File: src/rtl/pool_b_unit.sv
`default_nettype none
// ============================================================================
// Module   : pool_b_unit
// Purpose  : 2x2 stride-2 signed max-pooling stage between two layer memories.
// Revision : 1.0 - initial release
// ============================================================================
module pool_b_unit #(
    parameter int DATA_WIDTH            = 32,
    parameter int IFM_SIZE              = 28,
    parameter int IFM_DEPTH             = 6,
    parameter int IFM_SIZE_NEXT         = IFM_SIZE / 2,
    parameter int ADDRESS_SIZE_IFM      = $clog2(IFM_SIZE * IFM_SIZE * IFM_DEPTH),
    parameter int ADDRESS_SIZE_NEXT_IFM = $clog2(IFM_SIZE_NEXT * IFM_SIZE_NEXT * IFM_DEPTH)
) (
    input  logic                             clk,
    input  logic                             reset,
    input  logic                             start_from_previous,
    output logic                             end_to_previous,
    input  logic                             end_from_next,
    output logic                             start_to_next,
    output logic                             ifm_enable_read,
    output logic [ADDRESS_SIZE_IFM-1:0]      ifm_address_read,
    input  logic [DATA_WIDTH-1:0]            ifm_data_in,
    output logic                             ofm_enable_write,
    output logic [ADDRESS_SIZE_NEXT_IFM-1:0] ofm_address_write,
    output logic [DATA_WIDTH-1:0]            ofm_data_out
);

    localparam logic [1:0] S_IDLE  = 2'd0;
    localparam logic [1:0] S_READ  = 2'd1;
    localparam logic [1:0] S_DRAIN = 2'd2;
    localparam logic [1:0] S_DONE  = 2'd3;

    localparam int POS_W = (IFM_SIZE_NEXT > 1) ? $clog2(IFM_SIZE_NEXT) : 1;
    localparam int CH_W  = (IFM_DEPTH > 1) ? $clog2(IFM_DEPTH) : 1;

    localparam logic [POS_W-1:0]                 POS_LAST   = POS_W'(IFM_SIZE_NEXT - 1);
    localparam logic [CH_W-1:0]                  CH_LAST    = CH_W'(IFM_DEPTH - 1);
    localparam logic [ADDRESS_SIZE_IFM-1:0]      ROW_OFFSET = ADDRESS_SIZE_IFM'(IFM_SIZE);
    localparam logic [ADDRESS_SIZE_IFM-1:0]      COL_STEP   = ADDRESS_SIZE_IFM'(2);
    localparam logic [ADDRESS_SIZE_IFM-1:0]      ROW_STEP   = ADDRESS_SIZE_IFM'(IFM_SIZE + 2);
    localparam logic [ADDRESS_SIZE_NEXT_IFM-1:0] OUT_LAST   =
        ADDRESS_SIZE_NEXT_IFM'(IFM_SIZE_NEXT * IFM_SIZE_NEXT * IFM_DEPTH - 1);

    logic [1:0]                       state_q, state_d;
    logic                             drain_q, drain_d;
    logic [CH_W-1:0]                  ch_q, ch_d;
    logic [POS_W-1:0]                 r_q, r_d;
    logic [POS_W-1:0]                 c_q, c_d;
    logic [1:0]                       p_q, p_d;
    logic [ADDRESS_SIZE_IFM-1:0]      tl_addr_q, tl_addr_d;
    logic                             rd_valid_q, rd_valid_d;
    logic [1:0]                       rd_phase_q, rd_phase_d;
    logic [DATA_WIDTH-1:0]            max_q, max_d;
    logic                             wr_en_q, wr_en_d;
    logic [ADDRESS_SIZE_NEXT_IFM-1:0] wr_addr_q, wr_addr_d;
    logic [DATA_WIDTH-1:0]            wr_data_q, wr_data_d;
    logic [ADDRESS_SIZE_NEXT_IFM-1:0] out_idx_q, out_idx_d;

    logic                             last_read;
    logic [ADDRESS_SIZE_IFM-1:0]      rd_offset;
    logic [DATA_WIDTH-1:0]            window_max;

    always_ff @(posedge clk) begin
        if (!reset) begin
            state_q <= S_IDLE;
            drain_q <= 1'b0;
        end else begin
            state_q <= state_d;
            drain_q <= drain_d;
        end
    end

    always_comb begin
        state_d = state_q;
        drain_d = 1'b0;
        case (state_q)
            S_IDLE:  if (start_from_previous) state_d = S_READ;
            S_READ:  if (last_read) state_d = S_DRAIN;
            S_DRAIN: begin
                drain_d = !drain_q;
                if (drain_q) state_d = S_DONE;
            end
            S_DONE:  if (end_from_next) state_d = S_IDLE;
            default: state_d = S_IDLE;
        endcase
    end

    always_comb begin
        end_to_previous = (state_q == S_IDLE);
        start_to_next   = (state_q == S_DONE) && end_from_next;
        ifm_enable_read = (state_q == S_READ);
    end

    // tl_addr tracks the top-left pixel of the current window; stepping past the
    // last column pair (+IFM_SIZE+2) lands on the next row pair or next channel.
    always_comb begin
        ch_d      = ch_q;
        r_d       = r_q;
        c_d       = c_q;
        p_d       = p_q;
        tl_addr_d = tl_addr_q;
        last_read = 1'b0;
        if (state_q == S_READ) begin
            p_d = p_q + 2'd1;
            if (p_q == 2'd3) begin
                if (c_q == POS_LAST) begin
                    c_d       = '0;
                    tl_addr_d = tl_addr_q + ROW_STEP;
                    if (r_q == POS_LAST) begin
                        r_d = '0;
                        if (ch_q == CH_LAST) begin
                            ch_d      = '0;
                            tl_addr_d = '0;
                            last_read = 1'b1;
                        end else begin
                            ch_d = ch_q + 1'b1;
                        end
                    end else begin
                        r_d = r_q + 1'b1;
                    end
                end else begin
                    c_d       = c_q + 1'b1;
                    tl_addr_d = tl_addr_q + COL_STEP;
                end
            end
        end
    end

    always_comb begin
        rd_offset = (p_q[1] ? ROW_OFFSET : '0) + ADDRESS_SIZE_IFM'(p_q[0]);
        ifm_address_read = ifm_enable_read ? (tl_addr_q + rd_offset) : '0;
    end

    always_comb begin
        rd_valid_d = ifm_enable_read;
        rd_phase_d = p_q;
        window_max = ((rd_phase_q == 2'd0) || ($signed(ifm_data_in) > $signed(max_q)))
                     ? ifm_data_in : max_q;
        max_d      = rd_valid_q ? window_max : max_q;
        wr_en_d    = rd_valid_q && (rd_phase_q == 2'd3);
        wr_data_d  = wr_en_d ? window_max : wr_data_q;
        wr_addr_d  = wr_en_d ? out_idx_q : wr_addr_q;
        out_idx_d  = out_idx_q;
        if (wr_en_d) begin
            out_idx_d = (out_idx_q == OUT_LAST) ? '0 : out_idx_q + 1'b1;
        end
    end

    always_ff @(posedge clk) begin
        if (!reset) begin
            ch_q       <= '0;
            r_q        <= '0;
            c_q        <= '0;
            p_q        <= '0;
            tl_addr_q  <= '0;
            rd_valid_q <= 1'b0;
            rd_phase_q <= '0;
            max_q      <= '0;
            wr_en_q    <= 1'b0;
            wr_addr_q  <= '0;
            wr_data_q  <= '0;
            out_idx_q  <= '0;
        end else begin
            ch_q       <= ch_d;
            r_q        <= r_d;
            c_q        <= c_d;
            p_q        <= p_d;
            tl_addr_q  <= tl_addr_d;
            rd_valid_q <= rd_valid_d;
            rd_phase_q <= rd_phase_d;
            max_q      <= max_d;
            wr_en_q    <= wr_en_d;
            wr_addr_q  <= wr_addr_d;
            wr_data_q  <= wr_data_d;
            out_idx_q  <= out_idx_d;
        end
    end

    assign ofm_enable_write  = wr_en_q;
    assign ofm_address_write = wr_addr_q;
    assign ofm_data_out      = wr_data_q;

endmodule
`default_nettype wire

File: config.mk
export PLATFORM = sky130hd
export DESIGN_NAME = pool_b_unit
export DESIGN_NICKNAME = d
export VERILOG_FILES = /design/src/rtl/pool_b_unit.sv
export SDC_FILE = /design/constraint.sdc
export NUM_CORES = 1
export LEC_CHECK = 0
export ABC_AREA = 1
export BUFFER_PORTS_ARGS = -buffer_cell sky130_fd_sc_hd__buf_4
export CORE_MARGIN = 5
export CORE_UTILIZATION = 58
export CTS_CLUSTER_SIZE = 25
export DETAILED_ROUTE_END_ITERATION = 8
export GPL_ROUTABILITY_DRIVEN = 0
export PLACE_DENSITY = 0.81
export SYNTH_ARGS = -nofsm -noshare
export SYNTH_HDL_FRONTEND = slang
export SYNTH_SLANG_ARGS = --single-unit
File: constraint.sdc
create_clock -name clk -period 2.3 [get_ports clk]
set_clock_uncertainty 0.05 [all_clocks]
set_input_delay 0.115 -clock clk [delete_from_list [all_inputs] [get_ports clk]]
set_output_delay 0.115 -clock clk [all_outputs]
set_load 0.01 [all_outputs]
# == Yosys cells after proc, flatten, opt, wreduce, memory -nomap -nowiden ==
# Index checks and enable logic that the tools add are counted.
# word_totals
regBits,119
in_bits,36
out_inout_bits,60
wordCells,68
# classes
addsub,9
magnitude_cmp,1
n_eq_ne,13
n_mux,20
reduce_logical,11
# ops
operator,count
two-way mux 13 bit,4
> comparator 32 bit,1
two-way mux 32 bit,1
adder 13 x 2 -> 13 bit (second input constant),1
adder 13 x 5 -> 13 bit (second input constant),1
adder 13 x 6 -> 13 bit,1
adder 11 x 1 -> 11 bit (second input constant),1
equality test 11 bit (second input constant),1
two-way mux 11 bit,1
adder 4 x 1 -> 4 bit (second input constant),2
equality test 2 bit (second input constant),4
equality test 4 bit (second input constant),2
two-way mux 2 bit,4
two-way mux 4 bit,2
one-hot mux 2 bit (4 select lines),1
AND reduction 4 bit,2
adder 5 x 1 -> 6 bit,1
inequality test 2 bit (second input constant),3
two-way mux 1 bit,5
two-way mux 5 bit,1
zero test 2 bit,2
AND reduction 2 bit,2
adder 3 x 1 -> 3 bit (second input constant),1
equality test 3 bit (second input constant),1
8 further kinds,9

# == Depth between registers and ports, before layout ==
# logic_depth
ltp_word,8
mapped_depth,22
mapped_depth_nobuf,21

# == Worst setup path before layout ==
# OpenSTA, ideal clock, no wires.
# synth_timing
path_type,register -> output
start,register p_q[1]
end,output ifm_address_read[12]
arrival_time_ns,1.782
required_time_ns,2.135
path_slack_ns,0.353
path_stages_with_launch,13
path_cell_list,dfxtp_1 > ha_1 > inv_1 > fa_1 > inv_1 > nand2_1 > inv_1 > nor2_1 > nor2_1 > nand2_1 > nor2_1 > nand2_1 > a21oi_1
# synth_between
elab_chain_len,4
# synth_rtl
item,line,rtl
from (decl),50,"logic [1:0] p_q, p_d;"
from (signal assigned),168,p_q <= p_d;
two-way mux 5 bit,131,rd_offset = (p_q[1] ? ROW_OFFSET : '0) + ADDRESS_SIZE_IFM'(p_q[0]);
adder 5 x 1 -> 6 bit,131,
adder 13 x 6 -> 13 bit,132,ifm_address_read = ifm_enable_read ? (tl_addr_q + rd_offset) : '0;
two-way mux 13 bit,132,
to (decl),22,"output logic [ADDRESS_SIZE_IFM-1:0] ifm_address_read,"
# Every way passes these cells.

# == Worst setup path in the final report ==
# layout_timing
start,register max_q[15]
end,register max_q[16]
# layout_between
elab_chain_len,3
# layout_rtl
item,line,rtl
from (decl),54,"logic [DATA_WIDTH-1:0] max_q, max_d;"
from (signal assigned),172,max_q <= max_d;
> comparator 32 bit,138,window_max = ((rd_phase_q == 2'd0) || ($signed(ifm_data_in) > $signed(max_q)))
logical OR 1 bit,138,
two-way mux 32 bit,139,? ifm_data_in : max_q;
# Every way passes these cells.
# A chain may end at the register's enable or synchronous reset.

==> run summary <==
LOGIC SYNTHESIS
-----------------------------------------------------------------------------
Cell with the most instances after synthesis                          nand2_1
Mux cell area share after synthesis                                        0%
Top post-synthesis cells by area                                 dfxtp_1 35%, nand2_1 9.1%, inv_1 8.7%
Synth Area in Simple Gates                                              29.8%
Syn_nets                                                                1,033
Cells after synthesis                                                     953
Compound-Gate Fraction of Synth Area                                    14.3%
Async set or reset register ratio after synthesis                          0%
Number of warnings printed during yosys synthesis                           0
Number of synthesized flops with an enable pin                              0
Dominant combinational cell family by area after synthesis       simple AND/OR/NAND/NOR gates
Synth cell count leaders                                         165 x nand2_1, 159 x inv_1, 118 x dfxtp_1, 113 x nand3_1, 81 x a21oi_1
Cell area after synthesis                                        0.00683 mm^2
Post-Synth Adder-Cell Area                                              8.17%
Count of state elements after synthesis                                   118
Mean instance size in the synthesized netlist                       7.16 um^2
Post-synth cell types                                                      43
Xor/xnor cell area share of the yosys netlist                          0.641%
Synth Flop Type                                                       dfxtp_1
Post-synthesis cell type with the largest combined area               dfxtp_1
Share of Yosys cell area claimed by the top area cell type              34.6%
Share of the yosys chip area belonging to registers                     34.6%

WORST SETUP PATH
-----------------------------------------------------------------------------
Critical path depth in cells                                               17
Critical Path Max Stage Delay                                         0.35 ns
Beginning of the worst register-to-register path                 max_q[15]$_SDFFE_PN0P_
CP max stage cell                                                     dfxtp_1
CP Capture Type                                                      register
Sum of buffers and inverters on the critical path                           3
Launch point of the critical path                                max_q[15]$_SDFFE_PN0P_
Start-to-end type of the worst setup path                             reg2reg
Cell depth of the worst flop-to-flop path                                  17
Cell family with the largest share of critical-path delay        simple AND/OR/NAND/NOR gates
Cell repeated most along the worst path                               nand2_2
Launching element type of the critical path                          register
CP arrival                                                            2.88 ns
Req. time, crit path                                                  2.56 ns
Crit Path Max Fanout                                                        7
CP cell instances                                                inv_1 > ha_4 > a21oi_2 > o21ai_0 > a21oi_2 > nand2_2 > nand2_2 > nand2_2 > nand2_2 > nand2_4 > nand2_8 > nand2_8 > clkbuf_16 > nand2_4 > nand3_2 > nand2_1 > inv_1

LAYOUT
-----------------------------------------------------------------------------
Final nets                                                              1,162
Area growth from synthesis to layout                                    40.6%
Fraction of final layout cells sized beyond drive strength 1            34.2%
Number of standard cells in the final layout excluding fillers          1,238
Cell area after layout                                           0.00960 mm^2
Fill count                                                                589

GLOBAL ROUTE
-----------------------------------------------------------------------------
Via count of the first global-routing pass                              6,610
Global-route wire length before repair                                29.7 mm
GRT Resource Usage Total                                                25.0%
Largest net degree at the start of global routing                          62
Antenna violations before repair                                            1
Overflow left after global routing                                          0

DETAILED ROUTING
-----------------------------------------------------------------------------
Starting DRT DRC Count                                                    835
WL final                                                              22.7 mm
Drc violations                                                              0
Total iterations of the first detailed-routing run                          8
Average detailed-routed wire length per instance                      18.3 um
Count of antenna-violating nets left after detailed routing                 0
Number of vias per cell                                                  5.88
Via count of the routed design                                          7,278

CTS
-----------------------------------------------------------------------------
Number of H-tree branching levels                                           4
Clock Pin Slew Worst Setup and Hold Paths                             0.06 ns
Clock root buffer                                                   clkbuf_16
Clock latency on the worst-skew pair                                  0.43 ns
Number of clock buffers inserted by TritonCTS                              17
Number of clock sinks                                                     118
Longest Clk Path Bufs                                                       2
TritonCTS clock tree                                                     done

POWER AND IR DROP
-----------------------------------------------------------------------------
Reported leakage power                                             0.00435 uW
Worst IR Drop VDD                                                      649 uV
Total power after layout                                              7910 uW
Power per Cell Area                                               825 mW/mm^2

STA
-----------------------------------------------------------------------------
Number of hold-slack violations in the final timing report                  0
Total setup violations reported at the end of the flow                     67
Setup repair after global routing missed its margin                      true
Final critical-path setup slack                                     -0.314 ns
Tightest Pin Transition                                              0.695 ns
Timing-limited maximum frequency                                      383 MHz
Total Negative Setup Slacks                                         -14.65 ns
Final Critical Period                                                 2.61 ns
Max_slew headroom                                                       53.6%
Fin Hold WS                                                          0.160 ns
Number of slew-limit violations in the final report                         0
Ratio of final minimum period to clock period                            114%

FLOORPLANNING
-----------------------------------------------------------------------------
Area of the core                                                  0.0115 mm^2
Area of the die                                                   0.0140 mm^2
Die Wd                                                                 119 um
Number of ports placed on the die boundary                                 96
Initial cell density of the core                                        59.5%
Number of rows in the core area                                            39
Y dimension of the die                                                 119 um

RUN STATUS
-----------------------------------------------------------------------------
Outcome                                                          finished with violations
Failing checks                                                   setup timing

PLACEMENT
-----------------------------------------------------------------------------
Number of cells in the design after placement                           1,171
Half-perimeter wire length after detailed placement                   10.8 mm
Port Buffer Count                                                          95
Area after DPL                                                   0.00768 mm^2

WORST HOLD PATH
-----------------------------------------------------------------------------
Worst Hold Launch                                                start_from_previous
Min-Delay Path Class                                                   in2reg
Cell count of the worst hold path                                           4

RUN
-----------------------------------------------------------------------------
Max-cap violations                                                          0

## worst paths after layout
| check | end | slack [ns] |
|---|---|---|
| hold / removal | state_q[1]$_SDFFE_PN0P_ | 0.16 |
| setup reg to reg | max_q[16]$_SDFFE_PN0P_ | -0.31 |
| hold reg to reg | drain_q$_SDFF_PN0_ | 0.38 |
| setup / recovery | max_q[16]$_SDFFE_PN0P_ | -0.31 |
## metrics by stage
step	util [%]	setup slack, ns
after floorplan	-	0.353
after global placement	67.0	0.0960
final	83.7	-0.314
after CTS	76.2	-0.183
after detailed placement	67.0	0.0473
after global routing	83.7	-0.342
## routing by layer
layer / routed length (um) / share of wire (%) / vias to the layer above / GRT usage, %
met1: 8540 / 38 / 3359 / 30.2
li1: - / - / 3347 / -
met4: 1250 / 5.5 / 0 / 9.57
met5: 0 / 0 / - / 0
met2: 11000 / 48 / 431 / 43.1
met3: 1910 / 8.4 / 141 / 5.92
## layout make-up
type	count	area, um^2	share of cell area (%)
multi-input combinational	626	4410	46.0
sequential	118	2390	24.9
timing repair buffer	149	1350	14.1
inverter	170	641	6.68
clock buffer	22	464	4.84
tap	143	179	1.86
clock inverter	9	150	1.56
antenna	1	2.50	0.0261
## where the power goes
part           leakage [uW]  internal [uW]  total (uW)  switching (uW)
registers          0.000966           2250        2390             140
logic               0.00309           1060        2720            1660
clock network      0.000296           1850        2810             953
total               0.00435           5160        7910            2750
## kinds of logic (layout without fill, tap and decap cells)
logic type / Yosys count / in the layout
compound gates: 167 / 167
fa+ha+maj: 44 / 44
other cells: 0 / 1
flops: 118 / 118
buf+inv: 209 / 350
simple gates: 410 / 410
xor+xnor: 5 / 5
## what timing repair did
action / in CTS / in global routing
pin swaps: 7 / 96
setup endpoints to repair: 5 / 72
hold buffers: 33 / 0
endpoints found under the hold margin: 63 / 0
cloned: 0 / 5
gates resized for setup: 26 / 189
setup buffers: 6 / 3
## flip-flops by register name, indices dropped and copies added (netlist names), 3 cells and up
register / cells
ofm_data_out: 32
tl_addr_q: 12
max_q: 32
ofm_address_write: 11
r_q: 4
out_idx_q: 11
ch_q: 3
c_q: 4
## layout by cell type, fill, tap and decap left out, types with 25 or more instances in the layout
cell type,synthesis,final
a21oi_1,81,72
nor2_1,63,53
dfxtp_1,118,95
nand3_1,113,49
inv_1,159,138
nand3_2,0,63
o21a_1,34,34
o21ai_0,27,25
nand2_1,165,142
nand2_4,31,32
buf_4,0,104
inv_2,9,29
dlygate4sd3_1,0,27
## tightest hold or removal path, cell delays in order
cell and delay (ns):
buf_4 0.11, o22ai_1 0.14, nor3_2 0.09, a21oi_1 0.14
(Power assumes the default switching activity.)
